File: config.mk
export PLATFORM = sky130hd
export DESIGN_NAME = onchip_mem_arbiter
export DESIGN_NICKNAME = d
export VERILOG_FILES = /design/src/rtl/onchip_mem_arb_pkg.sv /design/src/rtl/onchip_mem_arb_rdpipe.sv /design/src/rtl/onchip_mem_arbiter.sv
export SDC_FILE = /design/constraint.sdc
export NUM_CORES = 1
export LEC_CHECK = 0
export CAP_MARGIN = 5
export CORE_AREA = 2 2 100 102
export CTS_CLUSTER_DIAMETER = 80
export DETAILED_ROUTE_END_ITERATION = 16
export DIE_AREA = 0 0 102 104
export GPL_TIMING_DRIVEN = 0
export PLACE_DENSITY = 0.63
export SYNTH_ARGS = -nofsm -noshare
export SYNTH_HDL_FRONTEND = slang
export SYNTH_HIERARCHICAL = 1
export SYNTH_SLANG_ARGS = --single-unit
File: constraint.sdc
create_clock -name clk -period 1.71 [get_ports clk]
set_input_delay 0.342 -clock clk [delete_from_list [all_inputs] [get_ports clk]]
set_output_delay 0.342 -clock clk [all_outputs]
set_load 0.03 [all_outputs]
File: src/rtl/onchip_mem_arb_pkg.sv
// onchip_mem_arb_pkg: shared defaults and types for the two-master on-chip RAM arbiter.
package onchip_mem_arb_pkg;

    localparam int ADDR_W_DEF = 13;
    localparam int DATA_W_DEF = 32;

    typedef enum logic {
        M0 = 1'b0,
        M1 = 1'b1
    } master_id_t;

    typedef struct packed {
        logic       valid;
        master_id_t id;
    } rd_tag_t;

    function automatic master_id_t other(input master_id_t m);
        return (m == M0) ? M1 : M0;
    endfunction

endpackage

File: src/rtl/onchip_mem_arb_rdpipe.sv
// onchip_mem_arb_rdpipe: READ_LATENCY-deep tag shift register that steers readdatavalid
// back to the master that issued each read.
module onchip_mem_arb_rdpipe
    import onchip_mem_arb_pkg::*;
#(
    parameter int READ_LATENCY = 1
) (
    input  logic    clk,
    input  logic    reset_n,
    input  rd_tag_t tag_in,
    output logic    m0_valid,
    output logic    m1_valid
);

    rd_tag_t pipe [READ_LATENCY];

    // Async reset flushes in-flight tags so no response escapes after release.
    always_ff @(posedge clk or negedge reset_n) begin
        if (!reset_n) begin
            for (int i = 0; i < READ_LATENCY; i++) pipe[i] <= '0;
        end else begin
            pipe[0] <= tag_in;
            for (int i = 1; i < READ_LATENCY; i++) pipe[i] <= pipe[i-1];
        end
    end

    assign m0_valid = pipe[READ_LATENCY-1].valid && pipe[READ_LATENCY-1].id == M0;
    assign m1_valid = pipe[READ_LATENCY-1].valid && pipe[READ_LATENCY-1].id == M1;

endmodule

File: src/rtl/onchip_mem_arbiter.sv
// onchip_mem_arbiter: round-robin Avalon-MM arbiter sharing one single-port RAM between
// m0 and m1; define ONCHIP_ARB_LOCK_EN to add m0_lock/m1_lock grant locking.
module onchip_mem_arbiter
    import onchip_mem_arb_pkg::*;
#(
    parameter  int ADDR_W       = ADDR_W_DEF,
    parameter  int DATA_W       = DATA_W_DEF,
    parameter  int READ_LATENCY = 1,
    localparam int BE_W         = DATA_W / 8
) (
    input  logic              clk,
    input  logic              reset_n,
    input  logic [ADDR_W-1:0] m0_address,
    input  logic [BE_W-1:0]   m0_byteenable,
    input  logic              m0_read,
    input  logic              m0_write,
    input  logic [DATA_W-1:0] m0_writedata,
    output logic              m0_waitrequest,
    output logic [DATA_W-1:0] m0_readdata,
    output logic              m0_readdatavalid,
    input  logic [ADDR_W-1:0] m1_address,
    input  logic [BE_W-1:0]   m1_byteenable,
    input  logic              m1_read,
    input  logic              m1_write,
    input  logic [DATA_W-1:0] m1_writedata,
    output logic              m1_waitrequest,
    output logic [DATA_W-1:0] m1_readdata,
    output logic              m1_readdatavalid,
`ifdef ONCHIP_ARB_LOCK_EN
    input  logic              m0_lock,
    input  logic              m1_lock,
`endif
    output logic [ADDR_W-1:0] mem_address,
    output logic [BE_W-1:0]   mem_byteenable,
    output logic              mem_chipselect,
    output logic              mem_write,
    output logic [DATA_W-1:0] mem_writedata,
    output logic              mem_clken,
    input  logic [DATA_W-1:0] mem_readdata
);

    logic       req0, req1, gnt_vld, sel1, hold;
    master_id_t gnt, last_grant, hold_id;
    rd_tag_t    tag_in;

    assign req0    = m0_read | m0_write;
    assign req1    = m1_read | m1_write;
    // Outputs are gated by reset_n so everything reads as cleared while reset is held.
    assign gnt_vld = reset_n && (req0 || req1);

`ifdef ONCHIP_ARB_LOCK_EN
    logic       lock_vld;
    master_id_t lock_id;

    assign hold    = lock_vld && (lock_id == M0 ? req0 && m0_lock : req1 && m1_lock);
    assign hold_id = lock_id;

    // Owner is recorded only on a granted cycle with lock high; idle or lock low releases it.
    always_ff @(posedge clk or negedge reset_n) begin
        if (!reset_n) begin
            lock_vld <= 1'b0;
            lock_id  <= M0;
        end else begin
            lock_vld <= gnt_vld && (gnt == M0 ? m0_lock : m1_lock);
            lock_id  <= gnt;
        end
    end
`else
    assign hold    = 1'b0;
    assign hold_id = M0;
`endif

    assign gnt  = (req0 && req1) ? (hold ? hold_id : other(last_grant)) : (req1 ? M1 : M0);
    assign sel1 = gnt == M1;

    always_ff @(posedge clk or negedge reset_n) begin
        if (!reset_n) last_grant <= M1;
        else if (gnt_vld) last_grant <= gnt;
    end

    assign mem_chipselect = gnt_vld;
    assign mem_write      = gnt_vld && (sel1 ? m1_write : m0_write);
    assign mem_address    = gnt_vld ? (sel1 ? m1_address : m0_address) : '0;
    assign mem_byteenable = gnt_vld ? (sel1 ? m1_byteenable : m0_byteenable) : '0;
    assign mem_writedata  = gnt_vld ? (sel1 ? m1_writedata : m0_writedata) : '0;
    assign mem_clken      = 1'b1;

    assign m0_waitrequest = reset_n && req0 && sel1;
    assign m1_waitrequest = reset_n && req1 && !sel1;

    assign m0_readdata = reset_n ? mem_readdata : '0;
    assign m1_readdata = reset_n ? mem_readdata : '0;

    // Read+write together counts as a write, so only pure reads get a tag.
    assign tag_in = '{valid: gnt_vld && !mem_write, id: gnt};

    onchip_mem_arb_rdpipe #(.READ_LATENCY(READ_LATENCY)) u_rdpipe (
        .clk      (clk),
        .reset_n  (reset_n),
        .tag_in   (tag_in),
        .m0_valid (m0_readdatavalid),
        .m1_valid (m1_readdatavalid)
    );

endmodule

==> impl_summary.md <==
CTS
The root buffer selected by CTS is sky130_fd_sc_hd__clkbuf_8. TritonCTS created 3 clock buffers. The deepest level of the CTS H-tree is 1. The clock tree from TritonCTS is done. The longest clock path from root to sink contains 2 buffers.

Clock-pin slew was measured on the worst setup and hold paths at 0.03 ns. The later pin in the worst-skew pair is clocked with a latency of about 0.22 ns. The clock drives 3 sinks.

Place
The count of buffers from port buffering is about 250. In this run the cell area measured after placement is ~4600 um^2. The HPWL after detailed placement is 7.91 mm. The global placer's final weighted congestion is about 0.74. The worst-case setup slack after placement is -1.39 ns. Including well taps, the total number of placed cells is 661.

Synth
Summed over its instances, the top area cell type makes up roughly 16% of the synthesized netlist area. The fraction of synthesis flops using an asynchronous set or reset pin is 100%. The number of flip-flops and latches in the synthesized netlist is 3. The synthesized netlist cell count is roughly 280.

The synthesized area per cell is 5.93 um^2. The post-synthesis sequential area ratio is between 4 and 5%. The number of synthesized flops with an enable pin is 0. Counting instances in the post-synthesis netlist gives the leading cell types as sky130_fd_sc_hd__o21ai_0 (53), sky130_fd_sc_hd__nand3_1 (49), sky130_fd_sc_hd__a21oi_1 (47). By area the synthesized netlist is led by sky130_fd_sc_hd__o21ai_0 (16%), sky130_fd_sc_hd__buf_4 (15%), sky130_fd_sc_hd__nand3_1 (15%), sky130_fd_sc_hd__a21oi_1 (14%), sky130_fd_sc_hd__and2_1 (12%). The post-synthesis instance area is around 1600 um^2. Summed over all instances, the cell type with the most area after synthesis is sky130_fd_sc_hd__o21ai_0.

Yosys mapped the design onto 27 distinct sky130hd cell types. The prevailing post-synth register cell is sky130_fd_sc_hd__dfrtp_1. Counting every net in the synthesized netlist gives a little over 400. For this run, the number of Yosys warnings is 6. In the post-synthesis netlist, the cell with the most instances is sky130_fd_sc_hd__o21ai_0.

Cells and area
The number of antenna diodes in the final layout is 0. After the flow finishes, the layout carries non-filler instances totaling 691. The number of fillers in the final layout is 945. Across the whole layout, storage elements account for ~76 um^2. The area used by multi-input combinational logic is about 1700 um^2.

The net count of the finished layout is between 600 and 700. With fillers left out, the area of the finished cells amounts to 5220 um^2. Of the cells placed in the final design, the portion with a size suffix greater than 1 is between 50 and 60%. The layout overhead on the synthesized area is 220%.

Timing
The post-route setup TNS is -8.98 ns. Setup violations remaining at the end of the flow were counted as between 50 and 60. The minimum period implied by the final worst setup slack is between 1.5 and 2 ns. The fmax is approximately 500 MHz. After layout, the worst path uses 114% of the clock period. Setup slack on the critical path of the routed design comes to -0.237 ns. The final count of pins violating max slew is 0. Setup repair after global routing could not meet its margin everywhere.

For the final database, setup skew stands at between 0.003 and 0.004 ns. The hold violation total from the final report is 0.

Global route
For this run the aggregate overflow at the end of global routing stands at 0. The first global-routing pass estimated 15.4 mm of wire. The total global routing track utilization is 18.1%. The number of antenna violations at the first check in global routing is 0. Entering global routing, the biggest net connects 11 pins. The via count of the first global-routing pass is 3042.

Critical path
The top fanout value on the critical path is 5. Data on the critical path is required at its endpoint by 1.37 ns. STA classifies the critical path endpoint as an output port. The setup path with the least slack is of type register to output port. The critical path arrival is about 1.6 ns.

The nature of the critical path startpoint is a register. The setup check on the worst reg-to-reg path leaves a slack of ~0.46 ns.

Pwr
The combinational power share is ~88%. Summed over all nets, the switching power comes to 1.15 mW. The share of total power in the clock network is about 8.4%. The design draws approximately 2.5 mW. Power spread over the standard cell area amounts to ~470 nW/um^2.

The net switching fraction of the power is between 40% and 50%. Internal power comes to around 1.3 mW. The leakage power of the design is between 2 and 2.5 nW. The share of power burned in registers is 3.6%.

Across the VDD grid, the largest voltage drop is approximately 0.19 mV.

Die
In this run the standard cell core region covers between 9000 and 10000 um^2. The floorplan die area is roughly 11000 um^2. Pin placement for this block handled between 200 and 300 I/O pins. The initial standard-cell utilization of the core is 17.1%. The vertical die dimension is 104 um. From left edge to right edge, the die measures roughly 100 um. The count of standard-cell rows is 36.

Detailed routing
For this run, the detailed router's first-pass iteration total came to 4. The starting DRC count in detailed routing is 48. Dividing the detail-routed wire length by the instance count gives 15.3 um. Detailed routing inserted a total of roughly 3000 vias. The detail route stage leaves a number of antenna-violating nets equal to 0.

The total DRC errors in the routed layout is 0. After detailed routing, the total wire length is ~11 mm. In the routed layout, each cell is associated on average with a via count of between 4 and 5.

Outcome
The final reports fail on setup timing. The flow ran to the end, but the final reports show violations.

Flow run
The number of max-cap violations is 0.

Min path
The worst hold path belongs to the class input pin to async pin.
## cells by family (layout without fill, tap and decap cells)
group                  Yosys count  in the layout  synth area share (%)
and+or+nand+nor                 97             97                  32.7
buffers and inverters           67            350                  27.0
other                            1              1                 0.230
DFF                              3              3                  4.68
AOI/OAI and AO/OA              107            107                  35.4
## layer usage
layer / track usage (%) / wire length (um)
met5: 0 / 0
met4: 3.52 / 178
met3: 4.97 / 1020
met2: 35.8 / 5670
met1: 18.4 / 3710
## final cells by class
class	instances	share of cell area (%)
Timing Repair Buffer	283	51.5
Multi-Input combinational cell	205	32.1
Buffer	61	10.8
Tap cell	133	3.19
Sequential cell	3	1.46
Clock buffer	4	0.863
Inverter	2	0.144
## final timing paths
check / startpoint / to / cells after the start
min in group clk: m0_write / u_rdpipe/pipe[1]$_DFF_PN0_ / 3
min reg2reg: last_grant$_DFFE_PN1P_ / last_grant$_DFFE_PN1P_ / 4
max reg2reg: last_grant$_DFFE_PN1P_ / last_grant$_DFFE_PN1P_ / 6
max: last_grant$_DFFE_PN1P_ / mem_writedata[22] / 7
min: reset_n / last_grant$_DFFE_PN1P_ / 1
max in group asynchronous: reset_n / u_rdpipe/pipe[0]$_DFF_PN0_ / 2
## power groups by stage
stage | Combinational [mW] | Clock (mW) | Sequential [mW]
floorplan | 0.994 | 0 | 0.0856
global placement | 1.79 | 0 | 0.0861
detailed placement | 1.80 | 0 | 0.0867
CTS | 2.07 | 0.213 | 0.0890
global route | 2.30 | 0.220 | 0.0903
finish | 2.18 | 0.208 | 0.0887
## what timing repair did
| item | CTS | global route |
|---|---|---|
| hold buffers | 0 | 1 |
| pin swaps | 22 | 35 |
| resized for setup | 760 | 117 |
| hold endpoints to repair | 0 | 2 |
| gates cloned | 5 | 1 |
| endpoints found under the setup margin | 120 | 102 |
| setup buffers | 18 | 5 |
## flip-flops by register name, summed over array words and instances (netlist names)
| name | cells |
|---|---|
| last_grant | 1 |
| u_rdpipe/pipe | 2 |
## critical path, stage by stage (launching register included)
cell,delay [ns]
sky130_fd_sc_hd__dfstp_2,0.54
sky130_fd_sc_hd__o21a_4,0.16
sky130_fd_sc_hd__buf_8,0.11
sky130_fd_sc_hd__buf_12,0.10
sky130_fd_sc_hd__buf_16,0.11
sky130_fd_sc_hd__o21ai_4,0.06
sky130_fd_sc_hd__a21oi_4,0.16
sky130_fd_sc_hd__buf_6,0.15
## metrics by stage
step | hold slack (ns) | util, %
after global placement | 0.543 | 48.2
final | 0.0822 | 54.7
after detailed placement | 0.558 | 48.2
after floorplan | 0.0464 | -
after CTS | 0.0177 | 52.5
after global routing | 0.0888 | 54.7
## layout by cell type (no fill, tap or decap), types with 2 or more instances in the layout
cell	n
sky130_fd_sc_hd__a21oi_2	39
sky130_fd_sc_hd__buf_12	4
sky130_fd_sc_hd__buf_8	5
sky130_fd_sc_hd__buf_2	45
sky130_fd_sc_hd__o21ai_0	9
sky130_fd_sc_hd__buf_6	71
sky130_fd_sc_hd__clkdlybuf4s15_2	9
sky130_fd_sc_hd__and2_1	26
sky130_fd_sc_hd__o21ai_1	9
sky130_fd_sc_hd__nand2_1	3
sky130_fd_sc_hd__clkbuf_2	3
sky130_fd_sc_hd__clkbuf_4	4
sky130_fd_sc_hd__nor2_1	2
sky130_fd_sc_hd__a21oi_4	10
sky130_fd_sc_hd__nand2b_1	3
sky130_fd_sc_hd__o21ai_2	27
sky130_fd_sc_hd__nand3_1	34
sky130_fd_sc_hd__dlygate4sd2_1	3
sky130_fd_sc_hd__nand3_2	15
sky130_fd_sc_hd__and2_4	6
sky130_fd_sc_hd__o21ai_4	9
sky130_fd_sc_hd__clkdlybuf4s50_1	130
sky130_fd_sc_hd__a21oi_1	2
sky130_fd_sc_hd__dfrtp_1	2
sky130_fd_sc_hd__buf_4	61
sky130_fd_sc_hd__clkbuf_8	7
Note: power is estimated with default switching activity, not from simulation.
